===== config.mk =====
export PLATFORM = sky130hd
export DESIGN_NAME = ddr4_train_sched
export DESIGN_NICKNAME = d
export VERILOG_FILES = /design/src/rtl/ddr4_train_sched.sv
export SDC_FILE = /design/constraint.sdc
export NUM_CORES = 1
export LEC_CHECK = 0
export ABC_AREA = 1
export BUFFER_PORTS_ARGS = -buffer_cell sky130_fd_sc_hd__buf_2
export CELL_PAD_IN_SITES_DETAIL_PLACEMENT = 1
export CELL_PAD_IN_SITES_GLOBAL_PLACEMENT = 2
export CORE_UTILIZATION = 30
export DETAILED_ROUTE_END_ITERATION = 10
export GPL_ROUTABILITY_DRIVEN = 0
export GPL_TIMING_DRIVEN = 0
export PLACE_DENSITY = 0.82
export SLEW_MARGIN = 20
export SYNTH_ARGS = -nofsm -noshare
export SYNTH_HDL_FRONTEND = slang
export SYNTH_SLANG_ARGS = --single-unit

===== constraint.sdc =====
create_clock -name clk -period 1.79 [get_ports clk]
set_clock_uncertainty 0.1 [all_clocks]
set_input_delay 0.179 -clock clk [delete_from_list [all_inputs] [get_ports clk]]
set_output_delay 0.179 -clock clk [all_outputs]
set_load 0.03 [all_outputs]

===== src/rtl/ddr4_train_sched.sv =====
// Round-robin scheduler that time-shares one training datapath across RANKS ranks.
// Optional build macro DDR4_SCHED_DRIFT_PRIO_EN: drift-requested ranks are served ahead of init/periodic ones.
module ddr4_train_sched #(
    parameter int RANKS            = 4,
    parameter int RETRAIN_INTERVAL = 65536,
    parameter int QUIESCE_TIMEOUT  = 256,
    parameter int WATCHDOG_CYCLES  = 4096,
    parameter int FAIL_LIMIT       = 2
) (
    input  logic                     clk,
    input  logic                     rst,
    input  logic                     enable,
    input  logic                     init_req,
    input  logic [RANKS-1:0]         drift_req,
    output logic                     quiesce_req,
    input  logic                     quiesce_ack,
    output logic                     train_start,
    output logic [$clog2(RANKS)-1:0] train_sel,
    input  logic                     train_done,
    input  logic                     train_failed,
    output logic [RANKS-1:0]         rank_trained,
    output logic [RANKS-1:0]         rank_dead,
    output logic                     busy,
    output logic                     init_complete,
    output logic                     watchdog_err,
    output logic [7:0]               quiesce_err_cnt
);

    localparam int SEL_W = $clog2(RANKS);
    localparam int FCW   = $clog2(FAIL_LIMIT + 1);

    typedef enum logic [2:0] {IDLE, QUIESCE, START, RUN, RELEASE} state_t;

    state_t           state_q, state_d;
    logic [SEL_W-1:0] sel_q, sel_d, rr_q, rr_d, pick;
    logic [31:0]      cnt_q, cnt_d, timer_q, timer_d;
    logic [RANKS-1:0] trained_q, trained_d, dead_q, dead_d;
    logic [FCW-1:0]   fail_cnt_q [RANKS];
    logic [FCW-1:0]   fail_cnt_d [RANKS];
    logic             wd_err_q, wd_err_d;
    logic [7:0]       qerr_q, qerr_d;
    logic             init_done_q, init_done_d;
    logic             init_seen_q, init_seen_d;
    logic             init_pend_q, init_pend_d;
    logic             init_apply;
    logic [RANKS-1:0] pend_all, set_drift, set_other, clr, sel_oh;

    // First set bit of vec at or after ptr, wrapping around.
    function automatic logic [SEL_W-1:0] rr_pick(input logic [RANKS-1:0] vec,
                                                 input logic [SEL_W-1:0] ptr);
        logic [2*RANKS-1:0] dbl;
        logic [RANKS-1:0]   rot;
        int                 off;
        int                 sum;
        dbl = {vec, vec} >> ptr;
        rot = dbl[RANKS-1:0];
        off = 0;
        for (int k = RANKS - 1; k >= 0; k--) begin
            if (rot[k]) off = k;
        end
        sum = int'(ptr) + off;
        if (sum >= RANKS) sum = sum - RANKS;
        return SEL_W'(sum);
    endfunction

`ifdef DDR4_SCHED_DRIFT_PRIO_EN
    logic [RANKS-1:0] pend_drift_q, pend_drift_d, pend_main_q, pend_main_d;
    assign pend_all = pend_drift_q | pend_main_q;
    assign pick     = (|pend_drift_q) ? rr_pick(pend_drift_q, rr_q) : rr_pick(pend_main_q, rr_q);
`else
    logic [RANKS-1:0] pend_q, pend_d;
    assign pend_all = pend_q;
    assign pick     = rr_pick(pend_q, rr_q);
`endif

    always_comb begin
        state_d     = state_q;
        sel_d       = sel_q;
        rr_d        = rr_q;
        cnt_d       = cnt_q;
        timer_d     = timer_q;
        trained_d   = trained_q;
        dead_d      = dead_q;
        fail_cnt_d  = fail_cnt_q;
        wd_err_d    = wd_err_q;
        qerr_d      = qerr_q;
        init_done_d = init_done_q;
        init_seen_d = init_seen_q;
        clr         = '0;
        set_other   = '0;
        set_drift   = drift_req & ~dead_q;
        sel_oh      = RANKS'(1) << sel_q;
        // An init arriving mid-run is parked until the controller is released.
        init_apply  = (init_req || init_pend_q) && (state_q == IDLE || state_q == RELEASE);
        init_pend_d = (init_req || init_pend_q) && !init_apply;

        if (enable && init_done_q && state_q == IDLE) begin
            if (timer_q == 32'(RETRAIN_INTERVAL - 1)) begin
                timer_d   = '0;
                set_other = trained_q & ~dead_q;
            end else begin
                timer_d = timer_q + 32'd1;
            end
        end

        case (state_q)
            IDLE: begin
                if (init_seen_q && pend_all == '0 && &(trained_q | dead_q)) init_done_d = 1'b1;
                if (enable && pend_all != '0) begin
                    sel_d   = pick;
                    cnt_d   = '0;
                    state_d = QUIESCE;
                end
            end
            QUIESCE: begin
                if (quiesce_ack) begin
                    state_d = START;
                end else if (cnt_q == 32'(QUIESCE_TIMEOUT - 1)) begin
                    if (qerr_q != 8'hFF) qerr_d = qerr_q + 8'd1;
                    state_d = IDLE;
                end else begin
                    cnt_d = cnt_q + 32'd1;
                end
            end
            START: begin
                cnt_d   = '0;
                state_d = RUN;
            end
            RUN: begin
                if (train_failed || train_done || cnt_q == 32'(WATCHDOG_CYCLES - 1)) begin
                    state_d = RELEASE;
                    if (!train_failed && !train_done) wd_err_d = 1'b1;
                    // A pending init supersedes this run's outcome.
                    if (!init_pend_q && !init_req) begin
                        for (int i = 0; i < RANKS; i++) begin
                            if (sel_oh[i]) begin
                                if (train_done && !train_failed) begin
                                    trained_d[i]  = 1'b1;
                                    fail_cnt_d[i] = '0;
                                    clr[i]        = 1'b1;
                                end else if (fail_cnt_q[i] == FCW'(FAIL_LIMIT - 1)) begin
                                    dead_d[i]     = 1'b1;
                                    trained_d[i]  = 1'b0;
                                    fail_cnt_d[i] = FCW'(FAIL_LIMIT);
                                    clr[i]        = 1'b1;
                                end else begin
                                    fail_cnt_d[i] = fail_cnt_q[i] + FCW'(1);
                                end
                            end
                        end
                    end
                end else begin
                    cnt_d = cnt_q + 32'd1;
                end
            end
            RELEASE: begin
                rr_d = (sel_q == SEL_W'(RANKS - 1)) ? '0 : sel_q + SEL_W'(1);
                if (!quiesce_ack) state_d = IDLE;
            end
            default: state_d = IDLE;
        endcase

        if (init_apply) begin
            trained_d   = '0;
            dead_d      = '0;
            init_done_d = 1'b0;
            init_seen_d = 1'b1;
            set_other   = '1;
            for (int i = 0; i < RANKS; i++) fail_cnt_d[i] = '0;
        end

        // Sets are OR-ed after the clear so a same-cycle request keeps the rank pending.
`ifdef DDR4_SCHED_DRIFT_PRIO_EN
        pend_drift_d = (pend_drift_q & ~clr) | set_drift;
        pend_main_d  = (pend_main_q & ~clr) | set_other;
`else
        pend_d = (pend_q & ~clr) | set_drift | set_other;
`endif
    end

    always_ff @(posedge clk) begin
        if (rst) begin
            state_q     <= IDLE;
            sel_q       <= '0;
            rr_q        <= '0;
            cnt_q       <= '0;
            timer_q     <= '0;
            trained_q   <= '0;
            dead_q      <= '0;
            fail_cnt_q  <= '{default: '0};
            wd_err_q    <= 1'b0;
            qerr_q      <= '0;
            init_done_q <= 1'b0;
            init_seen_q <= 1'b0;
            init_pend_q <= 1'b0;
`ifdef DDR4_SCHED_DRIFT_PRIO_EN
            pend_drift_q <= '0;
            pend_main_q  <= '0;
`else
            pend_q       <= '0;
`endif
        end else begin
            state_q     <= state_d;
            sel_q       <= sel_d;
            rr_q        <= rr_d;
            cnt_q       <= cnt_d;
            timer_q     <= timer_d;
            trained_q   <= trained_d;
            dead_q      <= dead_d;
            fail_cnt_q  <= fail_cnt_d;
            wd_err_q    <= wd_err_d;
            qerr_q      <= qerr_d;
            init_done_q <= init_done_d;
            init_seen_q <= init_seen_d;
            init_pend_q <= init_pend_d;
`ifdef DDR4_SCHED_DRIFT_PRIO_EN
            pend_drift_q <= pend_drift_d;
            pend_main_q  <= pend_main_d;
`else
            pend_q       <= pend_d;
`endif
        end
    end

    assign quiesce_req     = (state_q == QUIESCE) || (state_q == START) || (state_q == RUN);
    assign train_start     = (state_q == START);
    assign train_sel       = sel_q;
    assign rank_trained    = trained_q;
    assign rank_dead       = dead_q;
    assign busy            = (state_q != IDLE);
    assign init_complete   = init_done_q;
    assign watchdog_err    = wd_err_q;
    assign quiesce_err_cnt = qerr_q;

endmodule

; ---- Yosys cells after proc, flatten, opt, wreduce, memory -nomap -nowiden
; Cells that the tools add are included.
[op_classes]
addsub = 10
order_cmp = 1
n_eq_ne = 20
shift = 2
n_mux = 52
bitwise_logic = 10
reduce_logical = 50
[op_table]
columns = operator, n
row1 = two-way mux 32 bit, 8
row2 = case mux 32 bit (4 select lines), 1
row3 = adder 32 x 1 -> 32 bit (second input constant), 2
row4 = adder 3 x 32 -> 32 bit, 1
row5 = equality test 32 x 12 -> 1 bit (second input constant), 1
row6 = equality test 32 x 16 -> 1 bit (second input constant), 1
row7 = equality test 32 x 8 -> 1 bit (second input constant), 1
row8 = greater-or-equal comparator 32 x 4 -> 1 bit (second input constant), 1
row9 = AND reduction 4 bit, 7
row10 = AND reduction 5 bit, 5
row11 = two-way mux 4 bit, 6
row12 = AND reduction 6 bit, 4
row13 = two-way mux 2 bit, 11
row14 = two-way mux 1 bit, 20
row15 = two-way mux 3 bit, 5
row16 = case mux 3 bit (5 select lines), 1
row17 = bitwise AND 4 bit, 3
row18 = bitwise OR 4 bit, 3
row19 = adder 2 x 1 -> 2 bit (second input constant), 5
row20 = logical AND 1 bit, 10
row21 = != test 2 bit (second input constant), 5
row22 = adder 8 x 1 -> 8 bit (second input constant), 1
row23 = equality test 2 x 1 -> 1 bit (second input constant), 4
row24 = != test 8 bit (second input constant), 1
row25 = 21 further kinds, 38
[word_totals]
regBits = 103
input_bits = 11
out_inout_bits = 23
wordCells = 168

; ---- Longest topological paths before layout
[depth]
ltp_word = 11
ltp_mapped = 14
ltp_nobuf = 14

; ---- Worst setup path before layout
; OpenSTA, ideal clock, no wires.
[synth_timing]
path_kind = reg2reg
from = register cnt_q[0]
to = register cnt_q[22]
setup_time_ps = 109
arrival_ps = 1732
required_ps = 1581
path_slack_ps = -150
path_stages_with_launch = 14
n_path_buf = 1
synth_period_minus_slack_ps = 1940
cell_sequence = dfxtp_1 > ha_1 > inv_2 > nor2_2 > nand2_1 > nor3_2 > nand3_1 > nand2_1 > inv_2 > buf_4 > nand3_1 > nand2_1 > nand2_1 > inv_1
[synth_via]
elab_chain_cells = 4
elab_cells_between_ends = 11
classes_between = 1 x add/sub / 4 x eq/ne / 4 x mux / 2 x reduce/logical
[synth_rtl]
columns = element, line
row1 = from (decl), 36  ; logic [31:0] cnt_q, cnt_d, timer_q, timer_d;
row2 = from (signal assigned), 206  ; cnt_q <= cnt_d;
row3 = adder 32 x 1 -> 32 bit or equality test 32 x 12 -> 1 bit (tied branches), "122, 153, 130"
row4 = two-way mux 32 bit or logical OR 1 bit (tied branches), "118, 130"
row5 = two-way mux 32 bit or != test 2 bit (tied branches), n/a
row6 = case mux 32 bit (4 select lines) or AND reduction 5 bit (tied branches), n/a
; Several ways; a longest one is shown, not always the timed one. The select of a mux whose other input is x is not followed.
; A chain may end at the register's enable or synchronous reset.

; ---- Worst setup path in the final report
[layout_timing]
from = register cnt_q[1]
to = register cnt_q[15]
; Same word-level chain as after synthesis.

==> flow_summary.ini <==
[logic_synthesis]
syn_inst = 999
yosysWarnings = 0
synth_top_area_cell = dfxtp_1
synth_fp_nets = 1022
synthTopCellsByArea = dfxtp_1 33%, nand2_1 17%, nor2_1 11%
yosysTopAreaCellShare = 0.332
syn_area_um2 = 6210
ys_seq_elements = 103
yosysUniqueCellTypes = 36
synth_area_per_cell_um2 = 6.21
seq_area_frac_synth = 0.332

[global_routing]
grt_pass1_wl_mm = 35.7
grt_pass1_vias = 6980
grtUsageTotal = 0.212
overflow = 0
antenna_found_initial = 0
grt_max_degree = 17

[detailed_routing]
routed_wl_mm = 23.0
first_pass_iters = 4
vias = 6827
postRouteAntennaNets = 0
routedWlPerCell_um = 16.5
vias_per_cell = 4.91
drt_iter0_drc = 342
drc = 0

[pwr]
p_int_mw = 3.61
combPwrFrac = 0.175
power.switching_mw = 1.57
power_mw = 5.18
power_density_nw_per_um2 = 603
max-vdd-ir-drop_mv = 0.401
power_frac_seq = 0.452
leakagePower_nw = 3.22
switching_share = 0.303
pwr-share-clk = 0.373

[cts]
clock_path_buffers = 2
root_buffer = clkbuf_16
ctsHoldBuffers = 0
clk_latency_ns = 0.36
clk_pin_slew_ns = 0.07
cts_tree = done
cts.sink_count = 103
cts_inserted_buffers = 9
h-tree-depth = 3

[place]
place_inst = 1302
hpwlAfterDp_mm = 16.0
preCtsSetupSlack_ns = -0.577
port-buffer-count = 33

[final_layout]
fin_util = 0.425
diodes = 0
area_growth_syn_to_layout_pct = 38.4
fin_cells = 1390
nFillCells = 2578
nets = 1138
drive_above_1_share = 0.321

[timing]
worst_pin_slew_ns = 0.896
setup_violations = 72
hold_viol = 0
slew_violations = 0
grt_setup_unrepaired = yes
clock.fmax_mhz = 511
slew_headroom = 0.402
fin_crit_ns = 1.96
fin_crit_sh = 1.09
layout_setup_ws_ns = -0.167

[run]
maxCapViolCount = 0

[floorplan]
die_w_um = 146
ios = 34
core_region_area_um2 = 20200
start_util = 0.307
die_area_um2 = 21300
die_y_um = 146
rows = 52

[worst_hold_path]
holdCritPathClass = primary input to flop
hp-start = drift_req[3]
whs_path_depth = 5
min_to = pend_all[3]

[setup_path]
start_kind = flop
worstPathArrival_ns = 2.15
r2r_setup_slack_ns = -0.17
r2r_cells = 13
timing.rr.start = cnt_q[1]
cp_max_fo = 6
reg2reg_to = cnt_q[15]
critPathKind = flop to flop
critPathCaptureType = flop
crit_required_ns = 1.98

[status]
violations = setup timing
outcome = finished with violations
==> cells in the final DEF (no fill, tap or decap), types with 18 or more instances in the layout <==
cell,instances
buf_2,34
inv_2,19
nor2_4,24
a21oi_1,49
nor2_1,146
nand3_1,53
nand2_1,235
buf_4,60
nand4_1,22
dfxtp_1,69
nor2_2,20
dfxtp_2,21
nand2_2,32
inv_1,90
nand3_2,18
==> layer usage <==
| layer | GRT usage | vias up | wire [um] |
|---|---|---|---|
| li1 | - | 3408 | - |
| met1 | 0.266 | 3312 | 10400 |
| met2 | 0.380 | 76 | 11600 |
| met3 | 0.0292 | 31 | 531 |
| met4 | 0.0547 | 0 | 499 |
| met5 | 0 | - | 0 |
==> area by class of cell <==
type / count / area, um2 / share of cell area
multi-input combinational: 761 / 4440 / 0.517
sequential: 103 / 2140 / 0.249
timing repair buffer: 105 / 800 / 0.0931
inverter: 116 / 450 / 0.0524
tap: 270 / 338 / 0.0393
clock buffer: 11 / 243 / 0.0283
buffer: 19 / 149 / 0.0173
clock inverter: 5 / 32.5 / 0.00379
==> cell families (layout without fill, tap and decap cells) <==
family,count (synthesis),after routing,synth area share
compound gates,101,101,0.0863
xor+xnor,33,33,0.0466
fa+ha+maj,12,12,0.0242
buf+inv,136,256,0.0873
flops,103,103,0.332
simple gates,614,615,0.423
==> synthesized netlist by cell type <==
cell type	number
nand2_1	274
nor2_1	181
inv_1	108
dfxtp_1	103
nand3_1	78
a21oi_1	60
o21ai_0	28
nor3_1	27
nand4_1	22
xor2_1	17
xnor2_1	16
ha_1	12
clkbuf_1	9
nor2_2	8
inv_2	7
a21oi_2	4
and2_1	4
buf_2	4
nand3b_1	4
nor3b_1	4
o21ai_1	4
buf_4	3
a221oi_1	2
and3_1	2
buf_1	2
buf_6	2
nand2_2	2
nand2_4	2
nand3_2	2
o31ai_1	2
a21boi_0	1
clkinv_1	1
nand2_8	1
nor2_4	1
nor3_2	1
nor4_2	1
==> stage by stage <==
step | hold slack (ns) | cell area (um2) | TNS [ns]
after detailed placement | 0.355 | 6750 | -30.72
final | 0.0649 | 8590 | -6.28
after global routing | 0.0728 | 8590 | -14.33
after CTS | 0.0637 | 8110 | -3.05
after global placement | 0.350 | 6750 | -30.64
after floorplan | 0.261 | 6250 | 0
==> worst max-delay path: stages, from the launching register on <==
cell	delay [ns]
dfxtp_4	0.36
ha_4	0.15
inv_4	0.04
nor2_4	0.16
nand3_2	0.12
nor2_4	0.14
nand2_4	0.10
nand2_8	0.12
nand2_8	0.08
nand2_8	0.11
buf_12	0.11
buf_12	0.12
nand2_4	0.04
a21oi_2	0.12
==> how the worst max path moves through the flow <==
stage	startpoint	to	slack (ns)	cells after the start
floorplan	timer_q[0]	timer_q[19]	0.0006	11
global placement	state_q[0]	timer_q[25]	-0.57	11
detailed placement	state_q[0]	timer_q[25]	-0.58	11
CTS	cnt_q[18]	cnt_q[15]	-0.11	14
global route	cnt_q[28]	cnt_q[23]	-0.26	14
finish	cnt_q[1]	cnt_q[15]	-0.17	13
==> flip-flops by register name (all words and copies together), names as in the netlist, 3 cells and up <==
| signal | count |
|---|---|
| rank_trained | 4 |
| state_q | 3 |
| cnt_q | 32 |
| quiesce_err_cnt | 8 |
| timer_q | 32 |
| fail_cnt_q | 8 |
| rank_dead | 4 |
| pend_all | 4 |
==> power by group through the flow <==
stage | Clock (mW) | Sequential, mW | Combinational [mW]
floorplan | 0 | 2.40 | 0.394
global placement | 0 | 2.40 | 0.611
detailed placement | 0 | 2.40 | 0.615
CTS | 1.99 | 2.34 | 0.884
global route | 2.07 | 2.34 | 0.972
finish | 1.93 | 2.34 | 0.909
==> timing repair <==
action / CTS / global route
setup buffers: 57 / 16
gates cloned: 4 / 0
resized for setup: 176 / 137
endpoints found under the setup margin: 98 / 97
pin swaps: 47 / 59
Note: power is estimated with default switching activity, not from simulation.
